`src/rtl/tiny_soc_mem_arbiter.sv`:
```
// Two-port round-robin arbiter in front of the tiny SoC's single-port 64-bit SRAM.
// Decodes the memory window, flags out-of-range accesses and returns responses one cycle after grant.
module tiny_soc_mem_arbiter #(
    parameter int unsigned              NumWords     = 1 << 20,
    parameter int unsigned              AddrWidth    = 32,
    parameter int unsigned              DataWidth    = 64,
    parameter logic [AddrWidth-1:0]     MemBase      = 32'h8000_0000,
    parameter int unsigned              StrbWidth    = DataWidth >> 3,
    parameter int unsigned              WordIdxWidth = $clog2(NumWords)
) (
    input  logic                    clk_i,
    input  logic                    rst_i,

    input  logic                    p0_req_i,
    output logic                    p0_gnt_o,
    input  logic                    p0_we_i,
    input  logic [AddrWidth-1:0]    p0_addr_i,
    input  logic [StrbWidth-1:0]    p0_strb_i,
    input  logic [DataWidth-1:0]    p0_wdata_i,
    output logic                    p0_rvalid_o,
    output logic [DataWidth-1:0]    p0_rdata_o,
    output logic                    p0_err_o,

    input  logic                    p1_req_i,
    output logic                    p1_gnt_o,
    input  logic                    p1_we_i,
    input  logic [AddrWidth-1:0]    p1_addr_i,
    input  logic [StrbWidth-1:0]    p1_strb_i,
    input  logic [DataWidth-1:0]    p1_wdata_i,
    output logic                    p1_rvalid_o,
    output logic [DataWidth-1:0]    p1_rdata_o,
    output logic                    p1_err_o,

    output logic                    sram_req_o,
    output logic                    sram_we_o,
    output logic [WordIdxWidth-1:0] sram_addr_o,
    output logic [StrbWidth-1:0]    sram_strb_o,
    output logic [DataWidth-1:0]    sram_wdata_o,
    input  logic [DataWidth-1:0]    sram_rdata_i,

    output logic [31:0]             conflict_cnt_o
);

    // Window limit is computed at 64 bits so the upper bound cannot wrap.
    localparam logic [63:0] MemLo = 64'(MemBase);
    localparam logic [63:0] MemHi = 64'(MemBase) + 64'(NumWords) * 64'd8;

    logic        rr_q, rr_d;
    logic        resp_valid_q, resp_valid_d;
    logic        resp_port_q, resp_port_d;
    logic        resp_err_q, resp_err_d;
    logic        resp_we_q, resp_we_d;
    logic [31:0] conflict_cnt_q, conflict_cnt_d;

    logic                    gnt0, gnt1, anyGnt, inRange, respLive;
    logic                    selWe;
    logic [AddrWidth-1:0]    selAddr, offset;
    logic [StrbWidth-1:0]    selStrb;
    logic [DataWidth-1:0]    selWdata, respData;

    always_comb begin
        gnt0     = !rst_i && p0_req_i && (!p1_req_i || !rr_q);
        gnt1     = !rst_i && p1_req_i && (!p0_req_i ||  rr_q);
        anyGnt   = gnt0 || gnt1;

        selWe    = gnt1 ? p1_we_i    : p0_we_i;
        selAddr  = gnt1 ? p1_addr_i  : p0_addr_i;
        selStrb  = gnt1 ? p1_strb_i  : p0_strb_i;
        selWdata = gnt1 ? p1_wdata_i : p0_wdata_i;

        inRange  = (64'(selAddr) >= MemLo) && (64'(selAddr) < MemHi);
        offset   = selAddr - MemBase;

        sram_req_o   = anyGnt && inRange;
        sram_we_o    = 1'b0;
        sram_addr_o  = '0;
        sram_strb_o  = '0;
        sram_wdata_o = '0;
        if (sram_req_o) begin
            sram_we_o    = selWe;
            sram_addr_o  = WordIdxWidth'(offset >> 3);
            sram_strb_o  = selStrb;
            sram_wdata_o = selWdata;
        end
    end

    assign p0_gnt_o = gnt0;
    assign p1_gnt_o = gnt1;

    // Next-state for the tie-break pointer, response pipeline and contention counter.
    always_comb begin
        rr_d = rr_q;
        if (gnt0) begin
            rr_d = 1'b1;
        end else if (gnt1) begin
            rr_d = 1'b0;
        end

        resp_valid_d = anyGnt;
        resp_port_d  = gnt1;
        resp_err_d   = anyGnt && !inRange;
        resp_we_d    = anyGnt && selWe;

        conflict_cnt_d = conflict_cnt_q;
        if (p0_req_i && p1_req_i && (conflict_cnt_q != 32'hFFFF_FFFF)) begin
            conflict_cnt_d = conflict_cnt_q + 32'd1;
        end
    end

    always_ff @(posedge clk_i) begin
        if (rst_i) begin
            rr_q           <= 1'b0;
            resp_valid_q   <= 1'b0;
            resp_port_q    <= 1'b0;
            resp_err_q     <= 1'b0;
            resp_we_q      <= 1'b0;
            conflict_cnt_q <= '0;
        end else begin
            rr_q           <= rr_d;
            resp_valid_q   <= resp_valid_d;
            resp_port_q    <= resp_port_d;
            resp_err_q     <= resp_err_d;
            resp_we_q      <= resp_we_d;
            conflict_cnt_q <= conflict_cnt_d;
        end
    end

    // Gating with rst_i drops a response that is in flight when reset arrives.
    always_comb begin
        respLive = resp_valid_q && !rst_i;
        respData = (respLive && !resp_err_q && !resp_we_q) ? sram_rdata_i : '0;

        p0_rvalid_o = respLive && !resp_port_q;
        p1_rvalid_o = respLive &&  resp_port_q;
        p0_rdata_o  = p0_rvalid_o ? respData : '0;
        p1_rdata_o  = p1_rvalid_o ? respData : '0;
        p0_err_o    = p0_rvalid_o && resp_err_q;
        p1_err_o    = p1_rvalid_o && resp_err_q;
    end

    assign conflict_cnt_o = conflict_cnt_q;

endmodule

```
`config.mk`:
```
export PLATFORM = sky130hd
export DESIGN_NAME = tiny_soc_mem_arbiter
export DESIGN_NICKNAME = d
export VERILOG_FILES = /design/src/rtl/tiny_soc_mem_arbiter.sv
export SDC_FILE = /design/constraint.sdc
export NUM_CORES = 1
export LEC_CHECK = 0
export ABC_AREA = 1
export CORE_AREA = 5 5 204 206
export CTS_CLUSTER_DIAMETER = 60
export DETAILED_ROUTE_END_ITERATION = 10
export DIE_AREA = 0 0 209 211
export SYNTH_ARGS = -nofsm -noshare
export SYNTH_HDL_FRONTEND = slang
export SYNTH_SLANG_ARGS = --single-unit
```
`constraint.sdc`:
```
create_clock -name clk_i -period 3.6 [get_ports clk_i]
set_clock_uncertainty 0.2 [all_clocks]
set_input_delay 0.72 -clock clk_i [delete_from_list [all_inputs] [get_ports clk_i]]
set_output_delay 0.72 -clock clk_i [all_outputs]
set_load 0.01 [all_outputs]
```
==> results of run 1 <==
final timing paths:
path                            slack, ns                  to  cells after the start          startpoint
worst max-delay path                  0.1      p0_rdata_o[19]                     10               rst_i
worst min-delay path                 0.32  conflict_cnt_o[30]                      2  conflict_cnt_o[30]
worst max register to register       1.04  conflict_cnt_o[10]                     10   conflict_cnt_o[0]
worst min register to register       0.32  conflict_cnt_o[30]                      2  conflict_cnt_o[30]
cells by family (layout without fill, tap and decap cells):
logic type,after synthesis,count (layout)
AND/OR/NAND/NOR,825,825
buffers and inverters,190,727
flip-flops,37,37
AO/OA/AOI/OAI,33,33
XOR/XNOR,13,13
adder cells (fa/ha/maj),1,1
cell type report:
class | instances | area, um2 | area share, %
multi-input cells | 872 | 3790 | 32.10
clock inverters | 2 | 35.03 | 0.2968
flip-flops and latches | 37 | 742.0 | 6.285
well taps | 525 | 656.9 | 5.564
repair buffers | 588 | 5956 | 50.45
clock buffers | 5 | 125.1 | 1.060
inverters | 132 | 500.5 | 4.240
metal layers:
| layer | part of all wire (%) | global-route usage [%] | up-vias |
|---|---|---|---|
| li1 | - | - | 4278 |
| met4 | 1.2 | 1.980 | 0 |
| met5 | 0 | 0 | - |
| met1 | 39 | 16.70 | 3692 |
| met2 | 54 | 27.99 | 313 |
| met3 | 5.4 | 2.465 | 29 |
timing repair:
action / CTS / global route
resized for setup: 318 / 89
pin swaps: 8 / 2
buffers inserted: 7 / 0
cloned: 3 / 0
endpoints found under the setup margin: 222 / 93
hold buffers: 0 / 0
stage by stage:
stage / TNS [ns] / hold slack [ns]
after floorplan: 0 / 0.2528
after global placement: -38.74 / 0.2691
after detailed placement: -41.58 / 0.2801
after CTS: -0.01429 / 0.3171
after global routing: -0.003855 / 0.3387
final: 0 / 0.3164
worst min-delay path, cell delays in order (launching register included):
cell     delay (ns)
dfxtp_1        0.34
nand2_1        0.07
a21oi_1        0.06
cells in the mapped netlist, types with 2 or more instances:
cell / n
nor3_2: 2
a21oi_1: 18
inv_1: 125
nor3_1: 5
buf_4: 2
xnor2_1: 6
nand2_2: 4
nand4_1: 7
a21oi_2: 10
nand2_1: 492
nand2_4: 3
dfxtp_1: 37
buf_6: 7
nor2_1: 286
inv_2: 7
buf_2: 20
clkbuf_1: 24
buf_1: 3
nor2_4: 3
nor2_2: 3
xor2_1: 7
nand3_1: 17
o21ai_0: 3
flip-flops by register name, summed over array words and instances (netlist names):
register and cells:
conflict_cnt_o 32, resp_we_q 1, resp_err_q 1, resp_port_q 1
resp_valid_q 1, rr_q 1
placed cells by master, fill, tap and decap left out, drive strengths merged:
| cell | count |
|---|---|
| nand2 | 499 |
| clkdlybuf4s50 | 316 |
| nor2 | 292 |
| inv | 132 |
| buf | 102 |
| dlygate4sd2 | 97 |
| dlymetal6s2s | 42 |
| dfxtp | 37 |
| a21oi | 28 |
| clkbuf | 22 |
| nand3 | 17 |
| clkdlybuf4s15 | 13 |
| nand4 | 7 |
| xor2 | 7 |
| nor3 | 7 |
| xnor2 | 6 |
| o21ai | 3 |
| nor4b | 1 |
| nor4 | 1 |
| o22ai | 1 |
| a21boi | 1 |
| nor3b | 1 |
| ha | 1 |
| bufinv | 1 |
| clkinv | 1 |
| bufbuf | 1 |
power groups by stage:
stage               Clock [uW]  Sequential, uW  Combinational [uW]
finish                     487             422                 700
global route               516             423                 767
CTS                        505             422                 708
detailed placement           0             431                 694
global placement             0             431                 693
floorplan                    0             428                 226
==> results.tsv, run 1 <==
stage	metric	value	unit
die	die_h	211	um
power	seqPwrFrac	26.2	%
power	combPwrFrac	43.5	%
power	switchingPower	468.9	uW
global_route	first_global_vias	8154	
cts	cts-root-buf	clkbuf_16	
setup_path	required	2.68	ns
timing	final.setup.worst_slack	0.09638	ns
power	switching_share	29.16	%
power	power.leakage	0.006422	uW
synth	synth_top_area_cell	nand2_1	
cts	clkSinkCount	37	
drt	routedWlPerCell	16.06	um
die	die_area	44100	um2
cts	cts_tree	built	
placed_design	hpwl	29.71	mm
global_route	grt_antenna_before_repair	0	
synth	yosysWarnings	0	
timing	period_share	97.32	%
die	io_pins	538	
synth	ys_seq_elements	37	
finish	fillers	4424	
power	internal_power	1139	uW
cts	htreeDepth	2	
synth	synth_top_area_share	36.02	%
drt	firstDrtPassIters	6	
setup_path	cp_num_buf_inv	6	
synth	synth_edf_count	0	
finish	final_core_util	29.92	%
synth	synthFlopType	dfxtp_1	
synth	postSynthCellCount	1099	
synth	synth-xor-area-share	2.221	%
placed_design	finalWeightedCongestion	0.8838	
drt	routed_wirelength	34.70	mm
placed_design	pre_cts_ws	-0.4263	ns
timing	fin_crit	3.504	ns
die	core_area	39460	um2
timing	maxSlewViolCount	0	
setup_path	worst-setup-path-type	input pin to primary output	
finish	area_growth	130.2	%
global_route	track_usage	14.34	%
run	drv_cap	0	
synth	post_synth_and_or_nand_nor_area_fraction	62.96	%
status	status	finished clean	
timing	setup_viol	0	
timing	hold_violations	0	
drt	drtAntennaViolNets	0	
global_route	grt_start_max_net_pins	67	
finish	drive_gt1_share	12.90	%
drt	drc	0	
synth	ys_async_sr_fraction	0	%
synth	synth_compound_area_share	4.026	%
synth	syn-num-nets	1378	
setup_path	crit_path_start_kind	input pin	
timing	worst_slew_pin_slew	0.7974	ns
die	rows	73	
drt	drt_iter0_markers	473	
power	ir_drop	0.1589	mV
setup_path	slowest_delay	0.55	ns
synth	synthTopCellsByArea	nand2_1 36%, nor2_1 21%, dfxtp_1 14%, inv_1 9.2%, buf_2 2.0%	
timing	max_slew_margin	46.84	%
synth	synth_top_family_by_area	simple AND/OR/NAND/NOR gates	
synth	synthMuxAreaShare	0	%
placed_design	dpl_cell_area	11430	um2
setup_path	cp.arrival	2.58	ns
drt	viasPerCell	3.846	
finish	num_antenna_cells	0	
finish	nNetsFinal	1915	
drt	vias	8312	
placed_design	placedCellCount	2146	
cts	clk_latency	0.28	ns
setup_path	crit_path_max_fanout	22	
power	power.density	136.2	nW/um2
synth	ys_types	31	
cts	path_clk_slew	0.06	ns
synth	syn_avg_cell_area	4.666	um2
setup_path	path_delay_family	buffers and inverters	
placed_design	port_buffers	531	
synth	synthAdderAreaFrac	0.2440	%
power	clkPwrFrac	30.3	%
global_route	overflow	0	
setup_path	crit_slowest_cell	clkdlybuf4s50_1	
setup_path	cp-end-kind	primary output	
synth	syn_area	5127	um2
global_route	grt_pass1_wl	49.72	mm
die	die_x	209	um
cts	numCtsBuffers	5	
die	start_util	12.99	%
timing	fmaxAchievable	285.4	MHz
power	total_power	1608	uW
finish	final_area	11810	um2
finish	layoutNonFillerInstCount	2161	
cts	clockBufferDepth	2	
hold_path	hold_path_class	flip-flop to flip-flop	
synth	ys_seq_area_share	14.45	%
setup_path	crit_chain	dlygate4sd2_1 -> buf_4 -> inv_2 -> nand2_1 -> nor3_4 -> buf_4 -> buf_12 -> nand2_1 -> nor2_1 -> clkdlybuf4s50_1	
No activity file was read; power rests on OpenSTA's default activity.
==> run 2, diff against run 1 <==
--- a/config.mk
+++ b/config.mk
@@ -6,6 +6,7 @@
 export NUM_CORES = 1
 export LEC_CHECK = 0
 export ABC_AREA = 1
+export CAP_MARGIN = 0
 export CORE_AREA = 5 5 204 206
 export CTS_CLUSTER_DIAMETER = 60
 export DETAILED_ROUTE_END_ITERATION = 10
==> constraint.sdc (replaced) <==
create_clock -name clk_i -period 4.5 [get_ports clk_i]
set_clock_uncertainty 0.2 [all_clocks]
set_input_delay 0.9 -clock clk_i [delete_from_list [all_inputs] [get_ports clk_i]]
set_output_delay 0.9 -clock clk_i [all_outputs]
set_load 0.01 [all_outputs]
==> results.tsv, run 2 (synthesized netlist as in run 1, its figures left out) <==
stage	metric	value	unit
die	die_x	209	um
timing	final.setup.worst_slack	0.1538	ns
placed_design	hpwl	29.34	mm
setup_path	cp_num_buf_inv	6	
timing	maxSlewViolCount	0	
power	power.density	107.5	nW/um2
drt	viasPerCell	3.829	
finish	area_growth	124.5	%
finish	fillers	4424	
drt	drtAntennaViolNets	0	
placed_design	dpl_cell_area	11330	um2
timing	fmaxAchievable	230.1	MHz
die	die_h	211	um
finish	nNetsFinal	1898	
finish	final_area	11510	um2
placed_design	finalWeightedCongestion	0.8838	
finish	final_cell_mix	510 x clkdlybuf4s50_1, 490 x nand2_1, 285 x nor2_1	
drt	firstDrtPassIters	5	
setup_path	cp-end-kind	primary output	
drt	routed_wirelength	33.25	mm
global_route	first_global_vias	8013	
global_route	track_usage	13.69	%
finish	num_antenna_cells	0	
die	io_pins	538	
hold_path	hold_path_class	flip-flop to flip-flop	
finish	largest_reg_flops	32	
global_route	overflow	0	
setup_path	slowest_delay	0.61	ns
finish	drive_gt1_share	6.481	%
timing	fin_crit	4.346	ns
timing	setup_viol	0	
setup_path	crit_slowest_cell	clkdlybuf4s50_1	
die	core_area	39460	um2
global_route	grt_pass1_wl	47.70	mm
drt	vias	8213	
finish	multi_input_area	3586	um2
timing	period_share	96.58	%
finish	final_common_cell	clkdlybuf4s50_1	
cts	cts_tree	built	
setup_path	crit_path_start_kind	input pin	
timing	hold_violations	0	
timing	finalSetupTns	0	ns
power	power.leakage	0.004998	uW
timing	whs	0.3006	ns
cts	htreeDepth	2	
setup_path	crit_path_max_fanout	15	
cts	clkSinkCount	37	
setup_path	required	3.40	ns
cts	ctsHoldBuffers	0	
setup_path	cp.arrival	3.25	ns
cts	clockBufferDepth	2	
setup_path	path_delay_family	buffers and inverters	
drt	drt_iter0_markers	268	
timing	worst_slew_pin_slew	0.8247	ns
status	status	finished clean	
power	ir_drop	0.1199	mV
drt	drc	0	
setup_path	crit_chain	clkdlybuf4s50_1 -> inv_2 -> nor3_4 -> buf_12 -> buf_12 -> nand4_1 -> nand2_2 -> nand2_4 -> buf_4 -> nor2_1 -> clkdlybuf4s50_1	
run	drv_cap	0	
drt	routedWlPerCell	15.50	um
finish	ff_latch_area	742.0	um2
timing	max_slew_margin	45.02	%
global_route	grt_antenna_before_repair	0	
timing	grt_setup_unrepaired	no	
cts	numCtsBuffers	5	
global_route	grt_start_max_net_pins	67	
die	rows	73	
cts	clk_latency	0.28	ns
cts	cts-root-buf	clkbuf_16	
setup_path	worst-setup-path-type	input pin to primary output	
die	die_area	44100	um2
cts	path_clk_slew	0.06	ns
die	start_util	12.99	%
placed_design	port_buffers	531	
placed_design	pre_cts_ws	-0.02727	ns
[run 2: cell count changes in the layout (fill, tap and decap cells not counted), sizes merged]
cell	before	now
clkdlybuf4s15	13	0
buf	102	60
clkdlybuf4s50	316	510
bufinv	1	0
clkbuf	22	6
bufbuf	1	0
dlygate4sd2	97	0
dlymetal6s2s	42	1
clkinv	1	2
[run 2: cell type report]
type / count / area share (%)
Timing Repair Buffer: 571 / 51.08
Sequential cell: 37 / 6.444
Clock inverter: 2 / 0.1195
Tap cell: 525 / 5.705
Inverter: 132 / 4.303
Multi-Input combinational cell: 872 / 31.15
Clock buffer: 6 / 1.206
[run 2: final timing paths]
check                    start                  to  slack (ns)  cells after the start
min                       rr_q                rr_q        0.30                      2
max reg2reg  conflict_cnt_o[0]  conflict_cnt_o[11]        1.97                     10
min reg2reg               rr_q                rr_q        0.30                      2
max                   p1_req_i    sram_wdata_o[33]        0.15                     11
[run 2: through the flow]
step,utilization (%),cells,total power (uW)
4_1_cts,29.16,2145,1255
3_3_place_gp,28.72,2136,884.0
2_1_floorplan,-,1099,522.8
5_1_grt,29.18,2145,1315
3_5_place_dp,28.72,2136,885.4
6_report,29.18,2145,1238
[run 2: routing by layer]
layer | global-route usage [%] | up-vias | share of wire, %
met1 | 15.64 | 3622 | 38
met4 | 3.150 | 0 | 2.0
li1 | - | 4248 | -
met3 | 2.480 | 25 | 6.1
met5 | 0 | - | 0
met2 | 26.40 | 318 | 53
[run 2: what timing repair did]
item | 4_1_cts | 5_1_grt
resized for setup | 0 | 3
hold endpoints to repair | 0 | 0
cloned | 0 | 0
pin swaps | 1 | 0
setup endpoints to repair | 4 | 65
buffers inserted | 1 | 0
[run 2: report_power, final]
group,total (uW),switching [uW],internal (uW)
registers,336,4.39,332
logic,539,221,318
clock network,363,143,220
[run 2: worst min-delay path: stages (launching register included)]
cell and delay, ns:
dfxtp_1 0.33, nand2_1 0.07, a21oi_1 0.05
==> run 3, diff against run 2 <==
--- a/config.mk
+++ b/config.mk
@@ -11,6 +11,8 @@
 export CTS_CLUSTER_DIAMETER = 60
 export DETAILED_ROUTE_END_ITERATION = 10
 export DIE_AREA = 0 0 209 211
+export PLACE_DENSITY = 0.48
+export SKIP_LAST_GASP = 1
 export SYNTH_ARGS = -nofsm -noshare
 export SYNTH_HDL_FRONTEND = slang
 export SYNTH_SLANG_ARGS = --single-unit
==> results.tsv, run 3 (synthesized netlist as in run 1, its figures left out) <==
stage	metric	value	unit
timing	hold_violations	0	
die	die_h	211	um
drt	drc	0	
timing	fin_crit	4.397	ns
finish	fillers	4503	
global_route	track_usage	13.34	%
setup_path	r2r-start	conflict_cnt_o[0]	
timing	worst_slew_pin_slew	0.7726	ns
setup_path	regToRegSetupSlack	1.91	ns
power	seqPwrFrac	27.0	%
power	power.density	109.1	nW/um2
power	ir_drop	0.1315	mV
cts	numCtsBuffers	5	
power	switching_share	29.02	%
cts	htreeDepth	2	
power	internal_power	884.8	uW
timing	fmaxAchievable	227.4	MHz
power	switchingPower	361.8	uW
cts	cts_tree	built	
power	total_power	1247	uW
global_route	grt_start_max_net_pins	67	
global_route	grt_antenna_before_repair	2	
setup_path	crit_path_start_kind	input pin	
placed_design	port_buffers	531	
finish	area_growth	122.7	%
setup_path	path_delay_family	buffers and inverters	
setup_path	worst-setup-path-type	input pin to primary output	
die	core_area	39460	um2
die	die_area	44100	um2
finish	largest_reg_flops	32	
drt	routedWlPerCell	15.06	um
hold_path	hold_path_class	flip-flop to flip-flop	
global_route	first_global_vias	7909	
power	power.leakage	0.005579	uW
finish	final_cell_mix	490 x nand2_1, 484 x clkdlybuf4s50_1, 285 x nor2_1	
setup_path	required	3.40	ns
die	io_pins	538	
die	rows	73	
die	start_util	12.99	%
setup_path	cp_num_buf_inv	6	
power	combPwrFrac	42.9	%
cts	clockBufferDepth	2	
finish	drive_gt1_share	5.377	%
timing	maxSlewViolCount	0	
placed_design	hpwl	27.68	mm
hold_path	holdCritStartpoint	rr_q	
global_route	grt_pass1_wl	46.74	mm
setup_path	crit_slowest_cell	clkdlybuf4s50_1	
placed_design	finalWeightedCongestion	0.8853	
finish	final_area	11420	um2
global_route	overflow	0	
die	die_x	209	um
setup_path	cp-end-kind	primary output	
timing	grt_setup_unrepaired	yes	
setup_path	slowest_delay	0.57	ns
run	drv_cap	0	
drt	viasPerCell	3.794	
drt	drt_iter0_markers	447	
drt	routed_wirelength	32.30	mm
setup_path	crit_path_start	p0_req_i	
drt	drtAntennaViolNets	0	
finish	final_core_util	28.94	%
timing	period_share	97.72	%
setup_path	crit_chain	clkdlybuf4s50_1 -> inv_2 -> nor2_2 -> nor3_4 -> buf_12 -> inv_2 -> nand4_1 -> nand2_2 -> nand2_4 -> buf_12 -> nor2_1 -> clkdlybuf4s50_1	
cts	cts-root-buf	clkbuf_16	
placed_design	dpl_cell_area	11160	um2
cts	ctsHoldBuffers	0	
cts	clk_latency	0.28	ns
drt	vias	8135	
status	status	finished clean	
finish	nNetsFinal	1896	
cts	clkSinkCount	37	
setup_path	crit_path_max_fanout	44	
finish	final_common_cell	nand2_1	
timing	max_slew_margin	48.42	%
drt	firstDrtPassIters	5	
setup_path	cp.arrival	3.30	ns
timing	setup_viol	0	
power	clkPwrFrac	30.1	%
cts	path_clk_slew	0.06	ns
run 3: metal layers:
metal  GRT usage (%)  routed length [um]  up-vias
met3           3.609                2530       33
met4           3.375                 887        4
met2           24.08               16100      330
met1           15.69               12750     3523
met5               0                  27        -
li1                -                   -     4245
run 3: power by group through the flow:
stage                     Clock [uW]  Sequential, uW  Combinational (uW)
final                            375             336                 535
after global routing             399             337                 586
after CTS                        383             336                 543
after detailed placement           0             344                 541
after global placement             0             344                 540
after floorplan                    0             342                 181
run 3: area by class of cell:
| class | instances | area [um2] | share of cell area, % |
|---|---|---|---|
| repair buffers | 569 | 5781 | 50.61 |
| multi-input cells | 872 | 3586 | 31.40 |
| flip-flops and latches | 37 | 742.0 | 6.496 |
| well taps | 525 | 656.9 | 5.752 |
| inverters | 132 | 495.5 | 4.338 |
| clock buffers | 7 | 152.6 | 1.337 |
| clock inverters | 1 | 5.005 | 0.04382 |
| diodes | 1 | 2.502 | 0.02191 |
run 3: stage by stage:
stage	TNS [ns]	setup WS (ns)	hold WS (ns)	cells
6_report	0	0.1026	0.3060	2144
5_1_grt	-0.5820	-0.07461	0.3479	2143
4_1_cts	0	0.01709	0.3084	2141
3_5_place_dp	-1.795	-0.07080	0.2879	2133
3_3_place_gp	-0.6975	-0.04351	0.2771	2133
2_1_floorplan	0	1.406	0.2528	1099
run 3: worst register-to-register path: cells and delay by family, from the launching register on:
kind / cells / cell delay, ns
buffers and inverters: 2 / 0.40
adder cells (fa/ha/maj): 1 / 0.27
AO/OA/AOI/OAI: 1 / 0.06
AND/OR/NAND/NOR: 6 / 1.03
flip-flops: 1 / 0.51
run 3: what timing repair did:
action | in CTS | in global routing
setup endpoints to repair | 78 | 64
pin swaps | 1 | 2
gates resized for setup | 11 | 35
setup buffers | 0 | 2
run 3: path summary, 6_finish.rpt:
kind                                      endpoint  cells past startpoint
worst min-delay path                          rr_q                      2
worst max register to register  conflict_cnt_o[21]                     10
worst max-delay path              sram_wdata_o[62]                     12
worst min register to register                rr_q                      2
